<file path="config.mk">
export PLATFORM = sky130hd
export DESIGN_NAME = top
export DESIGN_NICKNAME = d
export VERILOG_FILES = /design/src/rtl/top.sv
export SDC_FILE = /design/constraint.sdc
export NUM_CORES = 1
export LEC_CHECK = 0
export ABC_AREA = 1
export CAP_MARGIN = 30
export CORE_UTILIZATION = 38
export DETAILED_ROUTE_END_ITERATION = 12
export PLACE_DENSITY = 0.59
export SETUP_SLACK_MARGIN = 0.4
export SKIP_LAST_GASP = 1
export SLEW_MARGIN = 20
export SYNTH_ARGS = -nofsm -noshare
export SYNTH_HDL_FRONTEND = slang
export SYNTH_SLANG_ARGS = --single-unit
</file>
<file path="constraint.sdc">
create_clock -name clk_i -period 2.59 [get_ports clk_i]
set_input_delay 0.259 -clock clk_i [delete_from_list [all_inputs] [get_ports clk_i]]
set_output_delay 0.259 -clock clk_i [all_outputs]
set_load 0.01 [all_outputs]
</file>
<file path="src/rtl/top.sv">
// Selectable power-of-two clock divider with a registered, glitch-free output.
// Ports: clk_i/rst_i (sync, active-high), oe_i enable, sel_i ratio select, dclk_o out.
module top #(
    parameter int CNT_W = 16,
    parameter int SEL_W = 3
) (
    input  logic             clk_i,
    input  logic             rst_i,
    input  logic             oe_i,
    input  logic [SEL_W-1:0] sel_i,
    output logic             dclk_o
);

    localparam int KW = $clog2(CNT_W);

    logic [CNT_W-1:0] cnt_q;
    logic [CNT_W-1:0] cnt_d;
    logic             dclk_q;
    logic             dclk_d;

    logic [KW-1:0]    tap_k;
    logic [CNT_W-1:0] half;
    logic [CNT_W-1:0] mask;
    logic             rise;
    logic             tap_n;

    // sel_i is used combinationally, so a new select applies at the next edge.
    assign tap_k = KW'(CNT_W - 1) - KW'(sel_i);

    // half has only bit k set; mask covers bits k..0 (all ones when k is MSB).
    assign half = {{(CNT_W-1){1'b0}}, 1'b1} << tap_k;
    assign mask = (half << 1) - CNT_W'(1);

    assign cnt_d = cnt_q + CNT_W'(1);

    // A true rising edge of the tap is the single count where bits k..0 equal
    // 2^k; gating the set path on it prevents mid-phase (runt) rises.
    assign rise  = ((cnt_d & mask) == half);
    assign tap_n = |(cnt_d & half);

    assign dclk_d = oe_i & tap_n & (dclk_q | rise);

    always_ff @(posedge clk_i) begin
        if (rst_i) begin
            cnt_q  <= '0;
            dclk_q <= 1'b0;
        end else begin
            cnt_q  <= cnt_d;
            dclk_q <= dclk_d;
        end
    end

    assign dclk_o = dclk_q;

endmodule

</file>
## Word-level counts from Yosys, hierarchy flattened

Cells that the tools add are included.

- Add/sub/neg operators: 3
- Equality and inequality tests: 1
- Shift-type cells: 1
- Bitwise logic cells: 5
- Reductions and logical operators: 1

Operator list:

| operator | count |
|---|---|
| 16-bit AND | 2 |
| 16-bit by 1-bit adder with 16-bit output (second input constant) | 1 |
| 16-bit == test | 1 |
| 16-bit OR reduction | 1 |
| 1-bit by 4-bit << shifter with 16-bit output (first input constant) | 1 |
| 16-bit by 1-bit subtractor with 16-bit output (second input constant) | 1 |
| 4-bit by 3-bit subtractor with 4-bit output (first input constant) | 1 |
| 1-bit AND | 2 |
| 1-bit bitwise OR | 1 |

- Register bits after elaboration: 17
- Output and inout port bits: 1

## Longest topological paths before layout

Gate-level depths: netlist of run 1.

- Depth after elaboration: 7
- Mapped depth: 16
- Mapped depth without buffers: 16

## Least setup slack after synthesis of run 1

Ideal clock, no wire load.

- Path type: reg-to-reg
- Start: register cnt_q[0]
- End: register dclk_q, in the netlist dclk_o
- Library setup time: 0.066 ns
- Arrival time: 2.060 ns
- Required time: 2.524 ns
- Path slack: 0.464 ns
- Stages on the path, launching flop included: 17
- Path buffers: 0
- Path through: dfxtp_1 -> ha_1 -> nand2_2 -> nor2_8 -> nand2_1 -> xor2_1 -> inv_1 -> ha_1 -> nor2_1 -> nand3_1 -> nor2_1 -> nand3_1 -> nor2_1 -> nand2_1 -> nor2_1 -> nand2_1 -> a21oi_2

- Cells in the longest elaborated chain, start to end: 5
- Elaborated cells between the ends (all ways): 8
- Classes of those cells: add/sub (1); eq/ne (1); bitwise (5); reduce/logical (1)

Ends and longest elaborated chain:

| element | line | RTL |
|---|---|---|
| start: declaration | 16 | `logic [CNT_W-1:0] cnt_q;` |
| start signal: assignment | 48 | `cnt_q <= cnt_d;` |
| 16-bit by 1-bit adder with 16-bit output (*) | 34 | `assign cnt_d = cnt_q + CNT_W'(1);` |
| net cnt_d[8] | 17 | `logic [CNT_W-1:0] cnt_d;` |
| 16-bit AND (on tied branches) | 38, 39 |  |
| 16-bit == test or 16-bit OR reduction (tied branches) | 38, 39 |  |
| 1-bit bitwise OR or 1-bit AND (tied branches) | 41 | `assign dclk_d = oe_i & tap_n & (dclk_q \| rise);` |
| 1-bit AND (*) | 41 |  |
| end signal: assignment | 49 | `dclk_q <= dclk_d;` |
| end: declaration | 18 | `logic dclk_q;` |

Mark *: on every way through the listed nets, which the timed path passes. The rest lies on a longest branch.
A chain may end at the register's enable or synchronous reset.

## Worst setup path in the final report of run 1

- Start: register cnt_q[1]
- End: register dclk_q, in the netlist dclk_o

The elaborated chain is that of the path after synthesis.

==> out/results.env, run 1 <==
DETAILEDROUTE.FIRSTITERATIONVIOLATIONS=52
SYN_NETS=203
CTS.ROOT.BUFFER_CELL='sky130_fd_sc_hd__clkbuf_4'
GRT.MET2_USAGE_PCT=33.2
GRT_ANTENNA_BEFORE_REPAIR=0
CTS_HTREE_LEVELS=1
FINAL.SETUP_SKEW_PS=4.03
FLOORPLAN.DIE_AREA_UM2=3440
YS.WARNINGS.COUNT=0
FINAL-INSTANCE-COUNT-EXCL-FILL=258
SETUP_VIOLATIONS=0
MAX-SLEW-MARGIN-REL_PCT=54.7
MIN_PATH_TYPE='reg2reg'
SYN-MEAN-INSTANCE-AREA_UM2=6.26
DRT_FIRST_PASS_ITERS=4
SYNTH_TOP_AREA_CELL='sky130_fd_sc_hd__dfxtp_1'
FINALWIRELENGTH_UM=3020
GROUTE.USAGE.OVERALL_PCT=18.6
IO_BUFFERS=6
FINISH.NET_COUNT=223
FINALSETUPTNS_PS=0
ACHIEVABLE_FREQUENCY_GHz=0.467
ANTENNA_CELLS_INSERTED=0
MAPPEDNETLISTAREA_UM2=1220
YS_SEQ_ELEMENTS=17
ROUTABILITYCONGESTION=0.940
FP.COREAREA_UM2=3050
SYNTH_TOP_AREA_SHARE_PCT=27.9
FP-ROW-COUNT=20
DIE_H_UM=58.7
CRIT_TYPE='reg2reg'
PWR_DENS_nW_PER_UM2=321
POWER_LEAKAGE_nW=0.679
INITIAL_UTILIZATION_PCT=40.0
AREA_DELTA_SYNTH_FINAL_PCT=20.9
USE_MET3_PCT=2.86
GRT_PASS1_VIAS=1140
GRT_MAX_DEGREE=18
DETAIL_ROUTE.VIAS_PER_CELL=4.86
CRITICAL_PATH_DATA_ARRIVAL_TIME_PS=2380
NUMBER_OF_DESIGN_RULE_VIOLATIONS_LEFT_AFTER_DETAIL_ROUTING=0
DIE_WIDTH_UM=58.7
WORSTSETUPSTARTPOINTTYPE='flip-flop'
POST_SYNTH_NUM_CELL_TYPES=25
CRIT_PATH_MAX_FANOUT=3
CLOCK_SINK_COUNT=17
CLOCK_TREE.BUFFER_DEPTH=2
NUMPLACEDINSTANCES=243
VIA_COUNT=1254
ROUTEDWLPERCELL_UM=11.7
WORSTSETUPENDPOINTTYPE='flip-flop'
LAYOUT_COMMONEST_CELL='sky130_fd_sc_hd__nand2_1'
CELL_TYPES_WITH_THE_LARGEST_AREA_SHARE_AFTER_SYNTHESIS='sky130_fd_sc_hd__dfxtp_1, sky130_fd_sc_hd__nand2_1, sky130_fd_sc_hd__nand3_1'
POWER.IR.VDD_WORST_mV=0.167
WORSTPATHREQUIRED_PS=2830
IO_PINS=7
FINISHED_LAYOUT_CELL_AREA_UM2=1480
MAXCAPVIOLATIONS=0
SEQUENTIAL_CELL_AREA_UM2=347
ANTENNA_LEFT=0
CTS.CLK_SLEW.WORST_PATHS_PS=110
CTS_BUF_COUNT=3
FILLER_CELL_COUNT=337
RUN_STATUS='finished clean'
SYNTHCELLS=195
GLOBAL_ROUTE.PEAK_USAGE_LAYER='met2'
HOLD_VIOL=0
PERIOD_SHARE_PCT=82.7
GRT_OVERFLOW_TOTAL=0
TRITONCTS='yes'
FINAL_PERIOD_MINUS_WORST_SETUP_SLACK_PS=2140
PLACEMENT.CELL_AREA_UM2=1330
MULTI_INPUT_COMB_AREA_UM2=805
DRIVE_GT1_SHARE_PCT=18.7
SLEW_VIOLATIONS=0
MET1_TRACK_USAGE_GR_PCT=23.5
FINAL_CELL_MIX='sky130_fd_sc_hd__nand2_1, sky130_fd_sc_hd__nor2_1, sky130_fd_sc_hd__inv_1, sky130_fd_sc_hd__nand3_1'
CLOCK_LATENCY_PS=300
DPL.HPWL_UM=2200
YOSYSSEQAREASHARE_PCT=27.9
SETUP_REPAIR_AFTER_GLOBAL_ROUTING_MISSED_ITS_MARGIN='true'
GRT_PASS1_WL_UM=4860
TIMING_WORST_SLEW_PIN_VALUE_PS=677
-- Yosys cell counts --
cell                        n
sky130_fd_sc_hd__nand2_1   54
sky130_fd_sc_hd__nor2_1    27
sky130_fd_sc_hd__inv_1     24
sky130_fd_sc_hd__nand3_1   24
sky130_fd_sc_hd__dfxtp_1   17
sky130_fd_sc_hd__a21oi_1    9
sky130_fd_sc_hd__nand4_1    5
sky130_fd_sc_hd__nand2_2    4
sky130_fd_sc_hd__nor3_1     4
sky130_fd_sc_hd__nor2_2     3
sky130_fd_sc_hd__o21ai_1    3
sky130_fd_sc_hd__clkbuf_1   2
sky130_fd_sc_hd__ha_1       2
sky130_fd_sc_hd__nand2_4    2
sky130_fd_sc_hd__nand3_4    2
sky130_fd_sc_hd__nor2_8     2
sky130_fd_sc_hd__o21ai_0    2
sky130_fd_sc_hd__xor2_1     2
sky130_fd_sc_hd__a21o_1     1
sky130_fd_sc_hd__a21oi_2    1
sky130_fd_sc_hd__buf_2      1
sky130_fd_sc_hd__clkinv_1   1
sky130_fd_sc_hd__nand3_2    1
sky130_fd_sc_hd__nor2_4     1
sky130_fd_sc_hd__nor3b_1    1
-- area by class of cell --
| class | instances | area share [%] |
|---|---|---|
| clock buffers | 4 | 1.78 |
| inverters | 25 | 6.36 |
| multi-input cells | 150 | 54.5 |
| flip-flops and latches | 17 | 23.5 |
| well taps | 44 | 3.73 |
| repair buffers | 18 | 10.2 |
-- routing by layer --
metal	wire [um]	part of all wire, %
met5	0	0
met4	17	0.56
met3	114	3.8
met2	1500	50
met1	1390	46
-- metrics by stage --
stage               setup WS (ps)  power, mW  hold WS, ps  utilization [%]
global route                  253      0.499          493             48.4
finish                        449      0.474          466             48.4
detailed placement            257      0.317          459             43.6
floorplan                     464      0.301          449                -
CTS                           408      0.470          475             46.1
global placement              353      0.317          454             43.6
-- final timing paths --
path,from,endpoint,slack [ps],cells past startpoint
setup / recovery,cnt_q[1],dclk_o,450,16
hold / removal,dclk_o,dclk_o,470,2
setup reg to reg,cnt_q[1],dclk_o,450,16
hold reg to reg,dclk_o,dclk_o,470,2
-- worst max-delay path, stage by stage, from the launching register on --
cell and delay [ps]:
sky130_fd_sc_hd__dfxtp_2 370, sky130_fd_sc_hd__ha_4 160, sky130_fd_sc_hd__nand2_4 70, sky130_fd_sc_hd__nor2_8 90, sky130_fd_sc_hd__nand2_2 70, sky130_fd_sc_hd__xor2_2 150
sky130_fd_sc_hd__inv_1 60, sky130_fd_sc_hd__ha_1 270, sky130_fd_sc_hd__nor2_1 100, sky130_fd_sc_hd__nand3_1 70, sky130_fd_sc_hd__nor2_1 110, sky130_fd_sc_hd__nand3_1 80
sky130_fd_sc_hd__nor2_1 110, sky130_fd_sc_hd__nand2_1 60, sky130_fd_sc_hd__nor2_1 100, sky130_fd_sc_hd__nand2_1 80, sky130_fd_sc_hd__a21oi_2 130
-- flip-flops by register name (all words and copies together), names as in the netlist --
name	count
dclk_o	1
cnt_q	16
-- timing repair --
action,CTS,global route
resized for setup,3,8
hold buffers,0,0
setup buffers,6,5
endpoints found under the setup margin,1,1
pin swaps,2,13
gates cloned,0,0
-- report_power, final --
part	switching [mW]	leakage (nW)	internal, mW
registers	0.00513	0.140	0.266
clock network	0.0904	0.0150	0.0600
logic	0.0282	0.524	0.0243
total	0.124	0.679	0.350
-- cell families (layout without fill, tap and decap cells) --
| group | after synthesis | after routing | synth area share (%) |
|---|---|---|---|
| simple gates | 130 | 130 | 52.9 |
| buf+inv | 28 | 47 | 8.71 |
| flops | 17 | 17 | 27.9 |
| compound gates | 16 | 16 | 7.07 |
| fa+ha+maj | 2 | 2 | 2.05 |
| xor+xnor | 2 | 2 | 1.43 |
Power figures use the tool's default switching activity.
==> run 2, diff against run 1 <==
PLACE_DENSITY = 0.61   (was 0.59)
clock period = 1.76 ns   (was 2.59 ns; I/O delays follow)
==> run 2 against run 1 <==
  * The run now ends with negative setup slack left
  * Utilization rose by 5.0 points
  * Final cell count rose by 5.4%
  * Largest power group unchanged
  * Clock skew rose by 17 ps
  * Critical endpoint unchanged
  * Critical path depth did not move
  * Count of clock-buffer cells in the layout did not move
  * Die area did not move
  * Combinational power rose by 82%
  * First-iteration DRC count rose by 63%
  * Worst hold slack got worse by 13 ps
  * Largest cell class unchanged
  * Worst setup slack got worse by 660 ps
  * Sequential cell count did not move
==> out/results.env, run 2 (synthesis gave the netlist of run 1 again) <==
WORSTPATHREQUIRED_PS=2020  # -810 ps
FINALWIRELENGTH_UM=3180  # +5.3%
GRT_ANTENNA_BEFORE_REPAIR=0  # unchanged
CTS.CLK_SLEW.WORST_PATHS_PS=130  # +20 ps
WORSTSETUPSTARTPOINTTYPE='flip-flop'
FILLER_CELL_COUNT=314  # -6.8%
NUMBER_OF_DESIGN_RULE_VIOLATIONS_LEFT_AFTER_DETAIL_ROUTING=0  # unchanged
SLEW_VIOLATIONS=0  # unchanged
ROUTEDWLPERCELL_UM=11.7  # about the same
FINAL_CELL_MIX='sky130_fd_sc_hd__nand2_1, sky130_fd_sc_hd__nor2_1, sky130_fd_sc_hd__inv_1'
SETUP_VIOLATIONS=1  # +1
TIMING.CRITICAL_PATH.TO='dclk_o'
POWER.IR.VDD_WORST_mV=0.311  # +86%
GROUTE.USAGE.OVERALL_PCT=20.3  # +1.7 points
GRT_PASS1_WL_UM=5290  # +8.7%
PLACEMENT.CELL_AREA_UM2=1520  # +14%
CLOCK_SINK_COUNT=17  # unchanged
CLOCK_TREE.BUFFER_DEPTH=2  # unchanged
FINAL.SETUP_SKEW_PS=21.2  # +17.2 ps
GRT_OVERFLOW_TOTAL=0  # unchanged
TRITONCTS='yes'
WORST-R2R-CELL-COUNT=16  # unchanged
MAX-SLEW-MARGIN-REL_PCT=70.8  # +16 points
WORSTSETUPENDPOINTTYPE='flip-flop'
SETUP_REPAIR_AFTER_GLOBAL_ROUTING_MISSED_ITS_MARGIN='true'
POST-ROUTE-WORST-SETUP-SLACK_PS=-208  # -657 ps
IO_BUFFERS=6  # unchanged
DPL.HPWL_UM=2370  # +7.5%
CRIT_PATH_MAX_FANOUT=2  # -1
FAILED_CHECKS='negative setup slack'
DETAILEDROUTE.FIRSTITERATIONVIOLATIONS=85  # +63%
VIA_COUNT=1321  # +5.3%
ROUTABILITYCONGESTION=0.840  # -11%
REGISTERS.TOP_BY_FF_COUNT='cnt_q'
CLOCK_LATENCY_PS=310  # about the same
DIE_WIDTH_UM=58.7  # unchanged
FLOORPLAN.DIE_AREA_UM2=3440  # unchanged
CTS.ROOT.BUFFER_CELL='sky130_fd_sc_hd__clkbuf_4'
FINISHED_LAYOUT_CELL_AREA_UM2=1630  # +10%
DRIVE_GT1_SHARE_PCT=25.9  # +7.2 points
RUN_STATUS='complete, but fails checks'
GRT_PASS1_VIAS=1246  # +9.3%
ENDPOINT_OF_THE_LOWEST_SLACK_REGISTER_TO_REGISTER_PATH='dclk_o'
CRIT_TYPE='reg2reg'
FINAL_PERIOD_MINUS_WORST_SETUP_SLACK_PS=1970  # -173 ps
GRT_MAX_DEGREE=11  # -7
ACHIEVABLE_FREQUENCY_GHz=0.508  # +8.8%
FP.COREAREA_UM2=3050  # unchanged
DETAIL_ROUTE.VIAS_PER_CELL=4.86  # about the same
CTS_BUF_COUNT=3  # unchanged
LAYOUT_COMMONEST_CELL='sky130_fd_sc_hd__nand2_1'
INITIAL_UTILIZATION_PCT=40.0  # unchanged
IO_PINS=7  # unchanged
PWR_DENS_nW_PER_UM2=445  # +39%
FP-ROW-COUNT=20  # unchanged
CTS_HTREE_LEVELS=1  # unchanged
ANTENNA_CELLS_INSERTED=0  # unchanged
CRITICAL_PATH.STARTPOINT='cnt_q[0]'
DRT_FIRST_PASS_ITERS=4  # unchanged
CRITICAL_PATH_DATA_ARRIVAL_TIME_PS=2230  # -150 ps
LARGEST_REGISTER_FFS=16  # unchanged
PERIOD_SHARE_PCT=112  # +29 points
DIE_H_UM=58.7  # unchanged
REG2REG_FROM='cnt_q[0]'
ANTENNA_LEFT=0  # unchanged
DP_SLACK_PS=-288  # -545 ps
RRSETUPSLACK_PS=-210  # -660 ps
HOLD_VIOL=0  # unchanged
TIMING_WORST_SLEW_PIN_VALUE_PS=437  # -240 ps
AREA_DELTA_SYNTH_FINAL_PCT=33.5
POWER_LEAKAGE_nW=0.780  # +15%
MIN_PATH_TYPE='in2reg'
MAXCAPVIOLATIONS=0  # unchanged
FINISH.NET_COUNT=237  # +6.3%
[run 2: cell count changes in the layout (fill, tap and decap cells not counted), moves of 2 or more]
| cell | before | now |
|---|---|---|
| sky130_fd_sc_hd__nand2_2 | 5 | 7 |
| sky130_fd_sc_hd__nor2_2 | 3 | 1 |
| sky130_fd_sc_hd__nor2_4 | 1 | 4 |
| sky130_fd_sc_hd__dfxtp_2 | 5 | 2 |
| sky130_fd_sc_hd__buf_4 | 12 | 23 |
| sky130_fd_sc_hd__buf_6 | 0 | 2 |
| sky130_fd_sc_hd__dfxtp_4 | 0 | 2 |
| sky130_fd_sc_hd__nand2_1 | 52 | 50 |
[run 2: worst min path at each step]
stage	startpoint	end	slack [ps]	cells past startpoint
2_1_floorplan	oe_i	dclk_o	380	4
3_3_place_gp	dclk_o	dclk_o	450	2
3_5_place_dp	dclk_o	dclk_o	460	2
4_1_cts	oe_i	dclk_o	460	5
5_1_grt	oe_i	dclk_o	460	5
6_report	oe_i	dclk_o	450	5
[run 2: layer usage]
metal / vias to the layer above / routed length (um) / global-route usage, %
met2: 24 / 1530 / 35.1
li1: 692 / - / -
met5: - / 0 / 0
met3: 7 / 120 / 5.27
met4: 0 / 67 / 5.78
met1: 598 / 1460 / 24.8
[run 2: timing repair]
| item | 4_1_cts | 5_1_grt |
|---|---|---|
| hold buffers | 0 | 0 |
| cloned | 1 | 0 |
| pin swaps | 10 | 5 |
| endpoints found under the setup margin | 4 | 5 |
| hold endpoints to repair | 0 | 0 |
| resized for setup | 4 | 12 |
| buffers inserted | 2 | 1 |
[run 2: power breakdown]
group	internal [mW]	total, mW	switching [mW]
sequential	0.391	0.397	0.00601
combinational	0.0495	0.0953	0.0458
clock	0.0885	0.234	0.145
[run 2: cell type report]
cell class	instances	area, um^2	area share (%)
multi-input combinational	151	851	52.2
tap	44	55.1	3.38
inverter	25	93.8	5.76
clock buffer	4	26.3	1.61
sequential	17	350	21.5
timing repair buffer	31	254	15.6
[run 2: worst max-delay path: stages (launching register included)]
cell                      delay [ps]
sky130_fd_sc_hd__dfxtp_4         360
sky130_fd_sc_hd__ha_4            160
sky130_fd_sc_hd__nand2_4          80
sky130_fd_sc_hd__nor2_8           40
sky130_fd_sc_hd__nand2_2          70
sky130_fd_sc_hd__xor2_2          150
sky130_fd_sc_hd__inv_1            60
sky130_fd_sc_hd__ha_1            260
sky130_fd_sc_hd__nor2_1          100
sky130_fd_sc_hd__nand3_1          70
sky130_fd_sc_hd__nor2_1          100
sky130_fd_sc_hd__nand3_1          80
sky130_fd_sc_hd__nor2_1          100
sky130_fd_sc_hd__nand2_1          60
sky130_fd_sc_hd__nor2_1           80
sky130_fd_sc_hd__nand2_1          60
sky130_fd_sc_hd__a21oi_2         100
[run 2: per-stage QoR]
| step | std cells | power (mW) | TNS (ps) | hold WS, ps | utilization, % |
|---|---|---|---|---|---|
| global placement | 264 | 0.490 | -228 | 453 | 49.7 |
| floorplan | 195 | 0.448 | -235 | 377 | - |
| CTS | 271 | 0.725 | -244 | 463 | 51.7 |
| detailed placement | 264 | 0.492 | -288 | 459 | 49.7 |
| global route | 272 | 0.761 | -413 | 459 | 53.4 |
| finish | 272 | 0.726 | -208 | 453 | 53.4 |
==> run 3, diff against run 2 <==
DONT_BUFFER_PORTS = 1   (was default)
PLACE_DENSITY = 0.58   (was 0.61)
==> run 3 against run 2 <==
  * Combinational power shrank 37%
  * Sequential share of layout area grew 1.8 points
  * Critical path depth is the same
  * Wire length shrank 6.9%
  * Register-to-register slack is essentially flat
  * Final cell count shrank 5.1%
  * Fmax shrank 0.74%
  * Sequential cell count is the same
  * Utilization shrank 4.2 points
  * First-iteration DRC count is the same
  * Power shrank 8.1%
  * The run still ends with negative setup slack left
  * Highest routed layer unchanged
  * Largest power group unchanged
==> out/results.env, run 3 (synthesis gave the netlist of run 1 again) <==
RUN_STATUS='complete, but fails checks'
FAILED_CHECKS='negative setup slack'
PERIOD_SHARE_PCT=113  # +0.84 points
GRT_MAX_DEGREE=17  # +6
WORSTSETUPENDPOINTTYPE='flip-flop'
FIN_UTIL_PCT=49.2  # -4.2 points
FINISH.NET_COUNT=223  # -5.9%
WORSTPATHREQUIRED_PS=1990  # -30 ps
FLOORPLAN.DIE_AREA_UM2=3440  # unchanged
FP.COREAREA_UM2=3050  # unchanged
ROUTEDWLPERCELL_UM=11.5  # -1.9%
VIA_COUNT=1252  # -5.2%
DPL.HPWL_UM=2320  # -2.0%
HOLD_VIOL=0  # unchanged
LARGEST_REGISTER_FFS=16  # unchanged
SETUP_REPAIR_AFTER_GLOBAL_ROUTING_MISSED_ITS_MARGIN='true'
DETAILEDROUTE.FIRSTITERATIONVIOLATIONS=85  # unchanged
ROUTABILITYCONGESTION=0.843  # +0.32%
CLOCK_LATENCY_PS=290  # -20 ps
CTS_HTREE_LEVELS=1  # unchanged
SEQUENTIAL_CELL_AREA_UM2=350  # unchanged
FINAL_PERIOD_MINUS_WORST_SETUP_SLACK_PS=1980  # +14.7 ps
REGISTERS.TOP_BY_FF_COUNT='cnt_q'
ANTENNA_CELLS_INSERTED=0  # unchanged
IO_BUFFERS=0  # -6
CRIT_PATH_MAX_FANOUT=2  # unchanged
SLEW_VIOLATIONS=0  # unchanged
GRT_OVERFLOW_TOTAL=0  # unchanged
MULTI_INPUT_COMB_AREA_UM2=846  # -0.59%
CLOCK_POWER_SHARE_PCT=31.6  # -0.6 points
MAXCAPVIOLATIONS=0  # unchanged
POWER.SWITCHING_FRACTION_PCT=24.4  # -2.8 points
POWER.IR.VDD_WORST_mV=0.298  # -4.1%
IO_PINS=7  # unchanged
FINALSETUPTNS_PS=-223  # -14.7 ps
POWER_LEAKAGE_nW=0.712  # -8.8%
GRT_PASS1_VIAS=1250  # +0.32%
TRITONCTS='yes'
DP_SLACK_PS=-314  # -25.6 ps
FP-ROW-COUNT=20  # unchanged
MAX-SLEW-MARGIN-REL_PCT=53.8  # -17 points
NUMBER_OF_DESIGN_RULE_VIOLATIONS_LEFT_AFTER_DETAIL_ROUTING=0  # unchanged
CTS_BUF_COUNT=3  # unchanged
AREA_DELTA_SYNTH_FINAL_PCT=23.0
GROUTE.USAGE.OVERALL_PCT=19.4  # -0.93 points
NETSWITCHINGPOWER_mW=0.163  # -18%
DETAIL_ROUTE.VIAS_PER_CELL=4.85  # about the same
LAYOUT_COMMONEST_CELL='sky130_fd_sc_hd__nand2_1'
CTS.ROOT.BUFFER_CELL='sky130_fd_sc_hd__clkbuf_4'
POWER_REPORT.INTERNAL_TOTAL_mW=0.504  # -4.6%
SETUP_VIOLATIONS=1  # unchanged
ANTENNA_LEFT=0  # unchanged
FINISHED_LAYOUT_CELL_AREA_UM2=1500  # -7.9%
CLOCK_SINK_COUNT=17  # unchanged
TIMING_WORST_SLEW_PIN_VALUE_PS=690  # +253 ps
PWR_DENS_nW_PER_UM2=444  # -0.22%
FILLER_CELL_COUNT=325  # +3.5%
FINAL.SETUP_SKEW_PS=8.35  # -12.9 ps
DIE_WIDTH_UM=58.7  # unchanged
DRT_FIRST_PASS_ITERS=4  # unchanged
POST-ROUTE-WORST-SETUP-SLACK_PS=-223  # -14.7 ps
FINAL_CELL_MIX='sky130_fd_sc_hd__nand2_1, sky130_fd_sc_hd__nor2_1, sky130_fd_sc_hd__inv_1, sky130_fd_sc_hd__nand3_1, sky130_fd_sc_hd__buf_4'
PLACEMENT.CELL_AREA_UM2=1400  # -7.4%
SEQ_POWER_SHARE_PCT=59.4  # +4.7 points
INITIAL_UTILIZATION_PCT=40.0  # unchanged
WORSTSETUPSTARTPOINTTYPE='flip-flop'
COMB_POWER_SHARE_PCT=9.0  # -4.1 points
DRIVE_GT1_SHARE_PCT=22.9  # -3.0 points
MIN_PATH_TYPE='in2reg'
GRT_PASS1_WL_UM=5060  # -4.2%
CRIT_TYPE='reg2reg'
CTS.CLK_SLEW.WORST_PATHS_PS=100  # -30 ps
DIE_H_UM=58.7  # unchanged
FINALWIRELENGTH_UM=2960  # -6.9%
ACHIEVABLE_FREQUENCY_GHz=0.504  # -0.74%
GRT_ANTENNA_BEFORE_REPAIR=0  # unchanged
CRITICAL_PATH_DATA_ARRIVAL_TIME_PS=2210  # -20 ps
CLOCK_TREE.BUFFER_DEPTH=2  # unchanged
[run 3: changes by cell type in the layout (fill, tap and decap cells not counted), sizes merged]
cell	change
clkdlybuf4s50	-5
buf	-9
dlygate4sd2	-1
dlygate4sd3	+1
[run 3: path summary, 6_finish.rpt]
path / endpoint / startpoint / slack, ps / cells past startpoint
setup / recovery: dclk_o / cnt_q[0] / -220 / 16
setup reg to reg: dclk_o / cnt_q[0] / -220 / 16
hold reg to reg: cnt_q[15] / cnt_q[15] / 510 / 2
hold / removal: dclk_o / rst_i / 60 / 3
[run 3: worst max-delay path, stage by stage, from the launching register on]
cell,delay (ps)
sky130_fd_sc_hd__dfxtp_4,360
sky130_fd_sc_hd__ha_4,160
sky130_fd_sc_hd__nand2_4,80
sky130_fd_sc_hd__nor2_8,30
sky130_fd_sc_hd__nand2_2,70
sky130_fd_sc_hd__xor2_2,140
sky130_fd_sc_hd__inv_1,60
sky130_fd_sc_hd__ha_1,260
sky130_fd_sc_hd__nor2_1,100
sky130_fd_sc_hd__nand3_1,60
sky130_fd_sc_hd__nor2_1,90
sky130_fd_sc_hd__nand3_1,70
sky130_fd_sc_hd__nor2_1,90
sky130_fd_sc_hd__nand2_1,50
sky130_fd_sc_hd__nor2_1,80
sky130_fd_sc_hd__nand2_1,70
sky130_fd_sc_hd__a21oi_2,130
[run 3: metrics by stage]
step	hold WS (ps)	std cells	power, mW
4_1_cts	41.7	257	0.682
2_1_floorplan	377	195	0.448
3_3_place_gp	237	251	0.456
3_5_place_dp	238	251	0.457
5_1_grt	58.6	258	0.701
6_report	58.3	258	0.667
[run 3: power by group through the flow]
stage          sequential, mW  combinational, mW  clock (mW)
6_report                0.396             0.0601       0.211
5_1_grt                 0.397             0.0696       0.234
4_1_cts                 0.396             0.0604       0.225
3_5_place_dp            0.405             0.0520           0
3_3_place_gp            0.404             0.0519           0
2_1_floorplan           0.408             0.0399           0
[run 3: repair_timing]
item / CTS / global route
pin swaps: 8 / 3
hold endpoints to repair: 16 / 0
resized for setup: 0 / 12
cloned: 0 / 1
setup buffers: 1 / 0
setup endpoints to repair: 1 / 4
hold buffers: 1 / 0
[run 3: cell type report]
class / instances / area share [%]
multi-input combinational: 151 / 56.3
sequential: 17 / 23.3
timing repair buffer: 17 / 8.67
inverter: 25 / 6.25
tap: 44 / 3.67
clock buffer: 4 / 1.75
[run 3: routing by layer]
metal	wire (um)	share of wire [%]	global-route usage (%)	vias up
li1	-	-	-	661
met1	1400	47	24.4	567
met2	1430	48	34.2	20
met3	86	2.9	1.98	4
met4	41	1.4	7.14	0
met5	0	0	0	-
